<file path="src/rtl/load_store_unit_if.sv">
// Core-side request/response and memory-side word port of the load/store unit.
// The master modport drives requests and memory read data; the slave modport is the unit itself.
interface load_store_unit_if;
  logic        req_valid;
  logic        req_ready;
  logic        req_we;
  logic [2:0]  req_funct3;
  logic [31:0] req_addr;
  logic [31:0] req_wdata;
  logic        resp_valid;
  logic [31:0] resp_rdata;
  logic        resp_err;
  logic        mem_we;
  logic [31:0] mem_addr;
  logic [31:0] mem_wdata;
  logic [31:0] mem_rdata;

  modport master (
    output req_valid, req_we, req_funct3, req_addr, req_wdata, mem_rdata,
    input  req_ready, resp_valid, resp_rdata, resp_err, mem_we, mem_addr, mem_wdata
  );

  modport slave (
    input  req_valid, req_we, req_funct3, req_addr, req_wdata, mem_rdata,
    output req_ready, resp_valid, resp_rdata, resp_err, mem_we, mem_addr, mem_wdata
  );
endinterface

</file>
<file path="src/rtl/load_store_unit.sv">
// RV32I load/store unit: loads 2 cycles, SW 2 cycles, SB/SH read-modify-write 3 cycles, rejects 1 cycle.
// One request in flight, requests ignored outside IDLE; no response backpressure. Macro LSU_MISALIGN_TRAP_EN.
module load_store_unit #(
  parameter int MEM_WORDS = 2048
) (
  input  logic               clk,
  input  logic               rst,
  load_store_unit_if.slave   bus
);
  typedef enum logic [1:0] {IDLE, READ, WRITE, RESP} state_t;

  if (MEM_WORDS < 1) begin : g_cfg_check
    $error("load_store_unit: MEM_WORDS must be at least 1");
  end

  state_t      state_q;
  logic        we_q;
  logic [2:0]  f3_q;
  logic [1:0]  lane_q;
  logic        req_ready_q;
  logic        resp_valid_q;
  logic        resp_err_q;
  logic [31:0] resp_rdata_q;
  logic        mem_we_q;
  logic [31:0] mem_addr_q;
  logic [31:0] mem_wdata_q;

  logic [1:0]  acc_lane;
  logic        acc_bad;

  always_comb begin
    acc_lane = bus.req_addr[1:0];
    acc_bad  = (bus.req_funct3 inside {3'b011, 3'b110, 3'b111}) ||
               (bus.req_we && bus.req_funct3[2]);
`ifdef LSU_MISALIGN_TRAP_EN
    if (bus.req_funct3[1:0] == 2'b01 && bus.req_addr[0])         acc_bad = 1'b1;
    if (bus.req_funct3[1:0] == 2'b10 && bus.req_addr[1:0] != 2'b00) acc_bad = 1'b1;
`else
    if (bus.req_funct3[1:0] == 2'b01) acc_lane[0] = 1'b0;
    if (bus.req_funct3[1:0] == 2'b10) acc_lane    = 2'b00;
`endif
  end

  function automatic logic [31:0] load_ext(input logic [31:0] w, input logic [2:0] f3,
                                           input logic [1:0] lane);
    logic [31:0] sh;
    sh = w >> {lane, 3'b000};
    case (f3)
      3'b000:  load_ext = {{24{sh[7]}}, sh[7:0]};
      3'b001:  load_ext = {{16{sh[15]}}, sh[15:0]};
      3'b100:  load_ext = {24'h0, sh[7:0]};
      3'b101:  load_ext = {16'h0, sh[15:0]};
      default: load_ext = w;
    endcase
  endfunction

  // Replicate the store data across lanes so the shifted mask alone picks the target lane.
  function automatic logic [31:0] merge(input logic [31:0] old, input logic [31:0] wd,
                                        input logic half, input logic [1:0] lane);
    logic [31:0] mask;
    logic [31:0] data;
    mask  = (half ? 32'h0000_FFFF : 32'h0000_00FF) << {lane, 3'b000};
    data  = half ? {2{wd[15:0]}} : {4{wd[7:0]}};
    merge = (old & ~mask) | (data & mask);
  endfunction

  always_ff @(posedge clk or posedge rst) begin
    if (rst) begin
      state_q      <= IDLE;
      we_q         <= 1'b0;
      f3_q         <= 3'b000;
      lane_q       <= 2'b00;
      req_ready_q  <= 1'b1;
      resp_valid_q <= 1'b0;
      resp_err_q   <= 1'b0;
      resp_rdata_q <= 32'h0;
      mem_we_q     <= 1'b0;
      mem_addr_q   <= 32'h0;
      mem_wdata_q  <= 32'h0;
    end else begin
      resp_valid_q <= 1'b0;
      resp_err_q   <= 1'b0;
      resp_rdata_q <= 32'h0;
      mem_we_q     <= 1'b0;
      case (state_q)
        IDLE: begin
          if (bus.req_valid) begin
            we_q        <= bus.req_we;
            f3_q        <= bus.req_funct3;
            lane_q      <= acc_lane;
            mem_addr_q  <= {bus.req_addr[31:2], 2'b00};
            mem_wdata_q <= bus.req_wdata;
            req_ready_q <= 1'b0;
            if (acc_bad) begin
              state_q      <= RESP;
              resp_valid_q <= 1'b1;
              resp_err_q   <= 1'b1;
            end else if (bus.req_we && bus.req_funct3[1:0] == 2'b10) begin
              state_q  <= WRITE;
              mem_we_q <= 1'b1;
            end else begin
              state_q <= READ;
            end
          end
        end
        READ: begin
          if (we_q) begin
            mem_wdata_q <= merge(bus.mem_rdata, mem_wdata_q, f3_q[0], lane_q);
            mem_we_q    <= 1'b1;
            state_q     <= WRITE;
          end else begin
            resp_rdata_q <= load_ext(bus.mem_rdata, f3_q, lane_q);
            resp_valid_q <= 1'b1;
            state_q      <= RESP;
          end
        end
        WRITE: begin
          resp_valid_q <= 1'b1;
          state_q      <= RESP;
        end
        default: begin
          req_ready_q <= 1'b1;
          state_q     <= IDLE;
        end
      endcase
    end
  end

  assign bus.req_ready  = req_ready_q;
  assign bus.resp_valid = resp_valid_q;
  assign bus.resp_err   = resp_err_q;
  assign bus.resp_rdata = resp_rdata_q;
  // Gate with rst so a write in flight is cut off in the very cycle reset rises.
  assign bus.mem_we     = mem_we_q & ~rst;
  assign bus.mem_addr   = mem_addr_q;
  assign bus.mem_wdata  = mem_wdata_q;
endmodule

</file>
<file path="src/flat_wrapper.sv">
// flat-port wrapper written by rule: the top's interface ports become plain ports
module load_store_unit_flat 
#(
  parameter int MEM_WORDS = 2048
)
  (clk, rst, bus_req_valid, bus_req_we, bus_req_funct3, bus_req_addr, bus_req_wdata, bus_mem_rdata, bus_req_ready, bus_resp_valid, bus_resp_rdata, bus_resp_err, bus_mem_we, bus_mem_addr, bus_mem_wdata);
  load_store_unit_if bus_i ();
  input  logic clk;
  input  logic rst;
  input wire logic [$bits(bus_i.req_valid)-1:0] bus_req_valid;
  input wire logic [$bits(bus_i.req_we)-1:0] bus_req_we;
  input wire logic [$bits(bus_i.req_funct3)-1:0] bus_req_funct3;
  input wire logic [$bits(bus_i.req_addr)-1:0] bus_req_addr;
  input wire logic [$bits(bus_i.req_wdata)-1:0] bus_req_wdata;
  input wire logic [$bits(bus_i.mem_rdata)-1:0] bus_mem_rdata;
  output wire logic [$bits(bus_i.req_ready)-1:0] bus_req_ready;
  output wire logic [$bits(bus_i.resp_valid)-1:0] bus_resp_valid;
  output wire logic [$bits(bus_i.resp_rdata)-1:0] bus_resp_rdata;
  output wire logic [$bits(bus_i.resp_err)-1:0] bus_resp_err;
  output wire logic [$bits(bus_i.mem_we)-1:0] bus_mem_we;
  output wire logic [$bits(bus_i.mem_addr)-1:0] bus_mem_addr;
  output wire logic [$bits(bus_i.mem_wdata)-1:0] bus_mem_wdata;
  assign bus_i.req_valid = bus_req_valid;
  assign bus_i.req_we = bus_req_we;
  assign bus_i.req_funct3 = bus_req_funct3;
  assign bus_i.req_addr = bus_req_addr;
  assign bus_i.req_wdata = bus_req_wdata;
  assign bus_i.mem_rdata = bus_mem_rdata;
  assign bus_req_ready = bus_i.req_ready;
  assign bus_resp_valid = bus_i.resp_valid;
  assign bus_resp_rdata = bus_i.resp_rdata;
  assign bus_resp_err = bus_i.resp_err;
  assign bus_mem_we = bus_i.mem_we;
  assign bus_mem_addr = bus_i.mem_addr;
  assign bus_mem_wdata = bus_i.mem_wdata;
  load_store_unit #(.MEM_WORDS(MEM_WORDS)) u_core (.clk(clk), .rst(rst), .bus(bus_i));
endmodule
</file>
<file path="config.mk">
export PLATFORM = sky130hd
export DESIGN_NAME = load_store_unit_flat
export DESIGN_NICKNAME = d
export VERILOG_FILES = /design/src/rtl/load_store_unit_if.sv /design/src/rtl/load_store_unit.sv /design/src/flat_wrapper.sv
export SDC_FILE = /design/constraint.sdc
export NUM_CORES = 1
export LEC_CHECK = 0
export CORE_ASPECT_RATIO = 0.75
export CORE_MARGIN = 4
export CORE_UTILIZATION = 45
export CTS_CLUSTER_SIZE = 25
export DETAILED_ROUTE_END_ITERATION = 7
export PLACE_DENSITY = 0.83
export SLEW_MARGIN = 20
export SYNTH_ARGS = -nofsm -noshare
export SYNTH_HDL_FRONTEND = slang
export SYNTH_SLANG_ARGS = --single-unit
export TNS_END_PERCENT = 50
</file>
<file path="constraint.sdc">
create_clock -name clk -period 5.55 [get_ports clk]
set_input_delay 1.3875 -clock clk [delete_from_list [all_inputs] [get_ports clk]]
set_output_delay 1.3875 -clock clk [all_outputs]
set_load 0.01 [all_outputs]
</file>
# Word level (Yosys, flattened, before mapping)
# Cells that the tools add are included.
word_totals:
  out_inout_bits: 100
  register_bits: 106
  in_bits: 103
classes:
  n_reduce_logical: 11
  bitwise_logic: 7
  mux: 27
  n_shift: 2
  n_eq_ne: 12
ops:
  columns: ["cell", "count"]
  rows:
  - ["2-to-1 mux 32 bit", 5]
  - ["one-hot mux 32 bit (4 select lines)", 1]
  - ["bitwise AND 32 bit", 2]
  - ["one-hot mux 32 bit (2 select lines)", 1]
  - ["NOT 32 bit", 1]
  - ["OR 32 bit", 1]
  - ["<< shifter 32 x 5 -> 32 bit", 1]
  - ["right shift 32 x 5 -> 16 bit", 1]
  - ["2-to-1 mux 16 bit", 1]
  - ["== test 3 bit, second input constant", 4]
  - ["2-to-1 mux 1 bit", 11]
  - ["2-to-1 mux 2 bit", 4]
  - ["one-hot mux 2 bit (3 select lines)", 1]
  - ["== test 2 x 1 -> 1 bit, second input constant", 2]
  - ["== test 2 bit, second input constant", 2]
  - ["one-hot mux 1 bit (2 select lines)", 2]
  - ["AND reduction 2 bit", 2]
  - ["== test 3 x 1 -> 1 bit, second input constant", 1]
  - ["== test 3 x 2 -> 1 bit, second input constant", 1]
  - ["logical NOT 3 bit", 1]
  - ["one-hot mux 1 bit (3 select lines)", 1]
  - ["AND reduction 3 bit", 1]
  - ["nonzero test 3 bit", 1]
  - ["logical AND 1 bit", 2]
  - ["8 further kinds", 9]

# Depth between registers and ports, before layout
depth:
  word_depth: 7
  ltp_mapped: 9
  mapped_depth_nobuf: 6

# Worst setup path after synthesis
# OpenSTA, ideal clock, no wires.
synth_timing:
  path_type: "input-to-output"
  from: "input rst"
  to: "output bus_mem_we"
  slack_ps: 2597
  cell_stages: 1
  path_buffers: 0
  arrival_ps: 1566
  cell_sequence: "nor2b_1"
synth_between:
  elab_chain_len: 2
synth_rtl:
  columns: ["item", "line_no", "text"]
  rows:
  - ["start, declared", "flat_wrapper.sv:9", "input logic rst;"]
  - ["NOT 1 bit", "load_store_unit.sv:134", "assign bus.mem_we = mem_we_q & ~rst;"]
  - ["bitwise AND 1 bit", "load_store_unit.sv:134", null]
  - ["end, declared", "flat_wrapper.sv:20", "output wire logic [$bits(bus_i.mem_we)-1:0] bus_mem_we;"]
# Every way passes these cells.

# Final worst setup path
# Ends and elaborated chain as after synthesis.

==> impl_metrics.json <==
{
  "status": "complete, no violations",
  "cts_resized": 0,
  "place_inst": 880,
  "synth_edf_count": 0,
  "clockBufferDepth": 2,
  "diodes": 0,
  "synth.distinct_cells": 47,
  "ys_warn_count": 0,
  "cts_buffers": 9,
  "synth-simple-area-share_pct": 12.0,
  "cts_max_level": 3,
  "grt_start_max_net_pins": 79,
  "async_reset_ff_share_pct": 100,
  "skew_ns": 0.00470,
  "synth_top_family_by_area": "compound AO/OA/AOI/OAI gates",
  "ios": 203,
  "post-cts-setup-buffers": 0,
  "ff2ff_setup_slack_ns": 2.92,
  "synth_seq_cells": 106,
  "wire_per_inst_um": 19.2,
  "drt-total-wl_mm": 17.2,
  "ctsHoldBuffers": 0,
  "die_w_um": 136,
  "cts-root-buf": "clkbuf_16",
  "layout.nets": 836,
  "grt_pass1_vias": 5116,
  "dieArea_um2": 14100,
  "insertion_delay_ns": 0.34,
  "dp_hpwl_mm": 12.6,
  "yosysSeqAreaShare_pct": 48.2,
  "via_count": 5140,
  "grt_pass1_wl_mm": 26.9,
  "grt_setup_unrepaired": "false",
  "cp_max_fo": 2,
  "cap_violations": 0,
  "start_util_pct": 46.7,
  "vdd_drop_max_uv": 367,
  "path_class": "primary input to output pin",
  "stdcell_count": 896,
  "required_ns": 4.16,
  "ff_latch_area_um2": 2660,
  "maxSlewHeadroom_pct": 35.9,
  "min_path_type": "flop to flop",
  "hold_viol": 0,
  "place.gp.congestion": 0.925,
  "drt_iter0_markers": 473,
  "setup_slack_ns": 1.61,
  "cp.arrival_ns": 2.55,
  "drc": 0,
  "finalCritPeriodShare_pct": 71.0,
  "fmax_mhz": 254,
  "p_total_uw": 4450,
  "tritoncts": "yes",
  "fin_tns_setup_ns": 0,
  "synth_top_flop_cell": "dfrtp_1",
  "slew_violations": 0,
  "multi_input_area_um2": 2580,
  "stdcell_area_um2": 7830,
  "cts.sinks": 106,
  "track_usage_pct": 24.0,
  "p_leak_uw": 0.00318,
  "synth_fa_ha_area_share_pct": 0.909,
  "postRouteAntennaNets": 0,
  "drt_pass1_iterations": 5,
  "synth_xor_area_share_pct": 0,
  "fin_crit_ns": 3.94,
  "place_area_um2": 7520,
  "tightest_slew_ns": 0.957,
  "coreArea_um2": 11800,
  "rows": 34,
  "end_kind": "output pin",
  "fillCellCount": 916,
  "grt-ovfl-total": 0,
  "syn_area_per_cell_um2": 9.81,
  "die_y_um": 104,
  "synth_cells": 561,
  "power_density_nw_per_um2": 569,
  "port_buffers": 200,
  "drive_gt1_share_pct": 10.4,
  "synthesis.area_um2": 5500,
  "clk_pin_slew_ns": 0.07,
  "pre_cts_ws_ns": 1.63,
  "critPathLaunchType": "primary input",
  "syn2layout_area_growth_pct": 42.2,
  "setup_viol": 0,
  "synth_compound_area_share_pct": 23.3,
  "muxShareOfSynthArea_pct": 10.1,
  "antenna_found_initial": 0,
  "vias_per_cell": 5.74
}
[layer usage]
layer / vias to the layer above / track usage [%] / wire length, um
li1: 2351 / - / -
met1: 2508 / 31.6 / 7010
met2: 260 / 37.5 / 7870
met3: 21 / 9.45 / 2130
met4: 0 / 5.54 / 212
met5: - / 0 / 0
[cell families (layout without fill, tap and decap cells)]
logic type               after synthesis  count (layout)
adder cells (fa/ha/maj)                4               4
AND/OR/NAND/NOR                      142             142
buffers and inverters                 64             236
other                                  1               2
flip-flops                           106             106
AO/OA/AOI/OAI                        193             193
multiplexers                          51              51
[critical path, stage by stage]
cell and delay, ns:
clkdlybuf4s50_1 0.46, nor2b_1 0.15, clkdlybuf4s50_1 0.55
[where the power goes]
group | switching, uW | internal (uW) | total, uW
clock | 287 | 332 | 618
sequential | 356 | 1110 | 1470
combinational | 1190 | 1180 | 2360
[synth_stat cells, drive strengths merged (2+ instances only)]
master / instances / area (um2)
o22a: 7 / 61.3
and3: 8 / 50.1
buf: 25 / 151
o21a: 8 / 60.1
a21oi: 28 / 151
nor2: 70 / 263
nor3: 4 / 25.0
nand2: 26 / 97.6
nand2b: 20 / 125
o221ai: 9 / 96.4
a31oi: 23 / 144
a311oi: 16 / 140
clkbuf: 24 / 90.1
a32o: 2 / 20.0
inv: 15 / 56.3
ha: 4 / 50.1
nor2b: 7 / 43.8
o221a: 8 / 90.1
mux2i: 16 / 160
o21ai: 78 / 390
o2bb2ai: 7 / 61.3
mux2: 35 / 398
dfrtp: 105 / 2630
[sequential cells by signal, indices dropped and copies added (netlist names), named ones only]
signal / count
u_core.bus.resp_valid: 1
u_core.mem_we_q: 1
u_core.bus.req_ready: 1
u_core.bus.resp_rdata: 32
u_core.we_q: 1
u_core.state_q: 2
u_core.f3_q: 3
u_core.lane_q: 2
u_core.bus.resp_err: 1
u_core.bus.mem_addr: 30
u_core.bus.mem_wdata: 24
[worst paths after layout]
kind | start | endpoint | cells after the start
max in group asynchronous | rst | u_core.bus.resp_rdata[0]$_DFF_PP0_ | 3
min reg2reg | u_core.bus.mem_wdata[19]$_DFFE_PP0P_ | u_core.bus.mem_wdata[19]$_DFFE_PP0P_ | 2
min in group asynchronous | rst | u_core.bus.resp_valid$_DFF_PP0_ | 2
max | rst | bus_mem_we | 3
max reg2reg | u_core.lane_q[1]$_DFFE_PP0P_ | u_core.bus.resp_rdata[30]$_DFF_PP0_ | 5
min | u_core.bus.mem_wdata[19]$_DFFE_PP0P_ | u_core.bus.mem_wdata[19]$_DFFE_PP0P_ | 2
[cells in the final DEF, fill, tap and decap left out, drive strengths merged, types with 2 or more instances in the layout]
master / instances
clkdlybuf4s50: 200
buf: 5
o221ai: 9
conb: 2
clkinv: 3
o21ai: 78
nand2: 26
o2bb2ai: 7
a21oi: 28
a31oi: 23
dfrtp: 105
o21a: 8
nor3: 4
a311oi: 16
nand2b: 20
and3: 8
ha: 4
nor2b: 7
clkbuf: 11
a32o: 2
nor2: 70
o221a: 8
mux2i: 16
inv: 17
mux2: 35
o22a: 7
[area by class of cell]
type	count	area share (%)
timing repair buffer	205	26.1
tap	162	2.59
clock buffer	11	3.23
multi-input combinational	392	32.9
clock inverter	5	0.464
sequential	106	34.0
inverter	15	0.751
[through the flow]
stage,utilization (%),hold WS (ns)
finish,66.4,0.499
global route,66.4,0.521
CTS,66.3,0.500
detailed placement,63.8,0.485
global placement,63.8,0.465
floorplan,-,0.480
(Power assumes the default switching activity.)
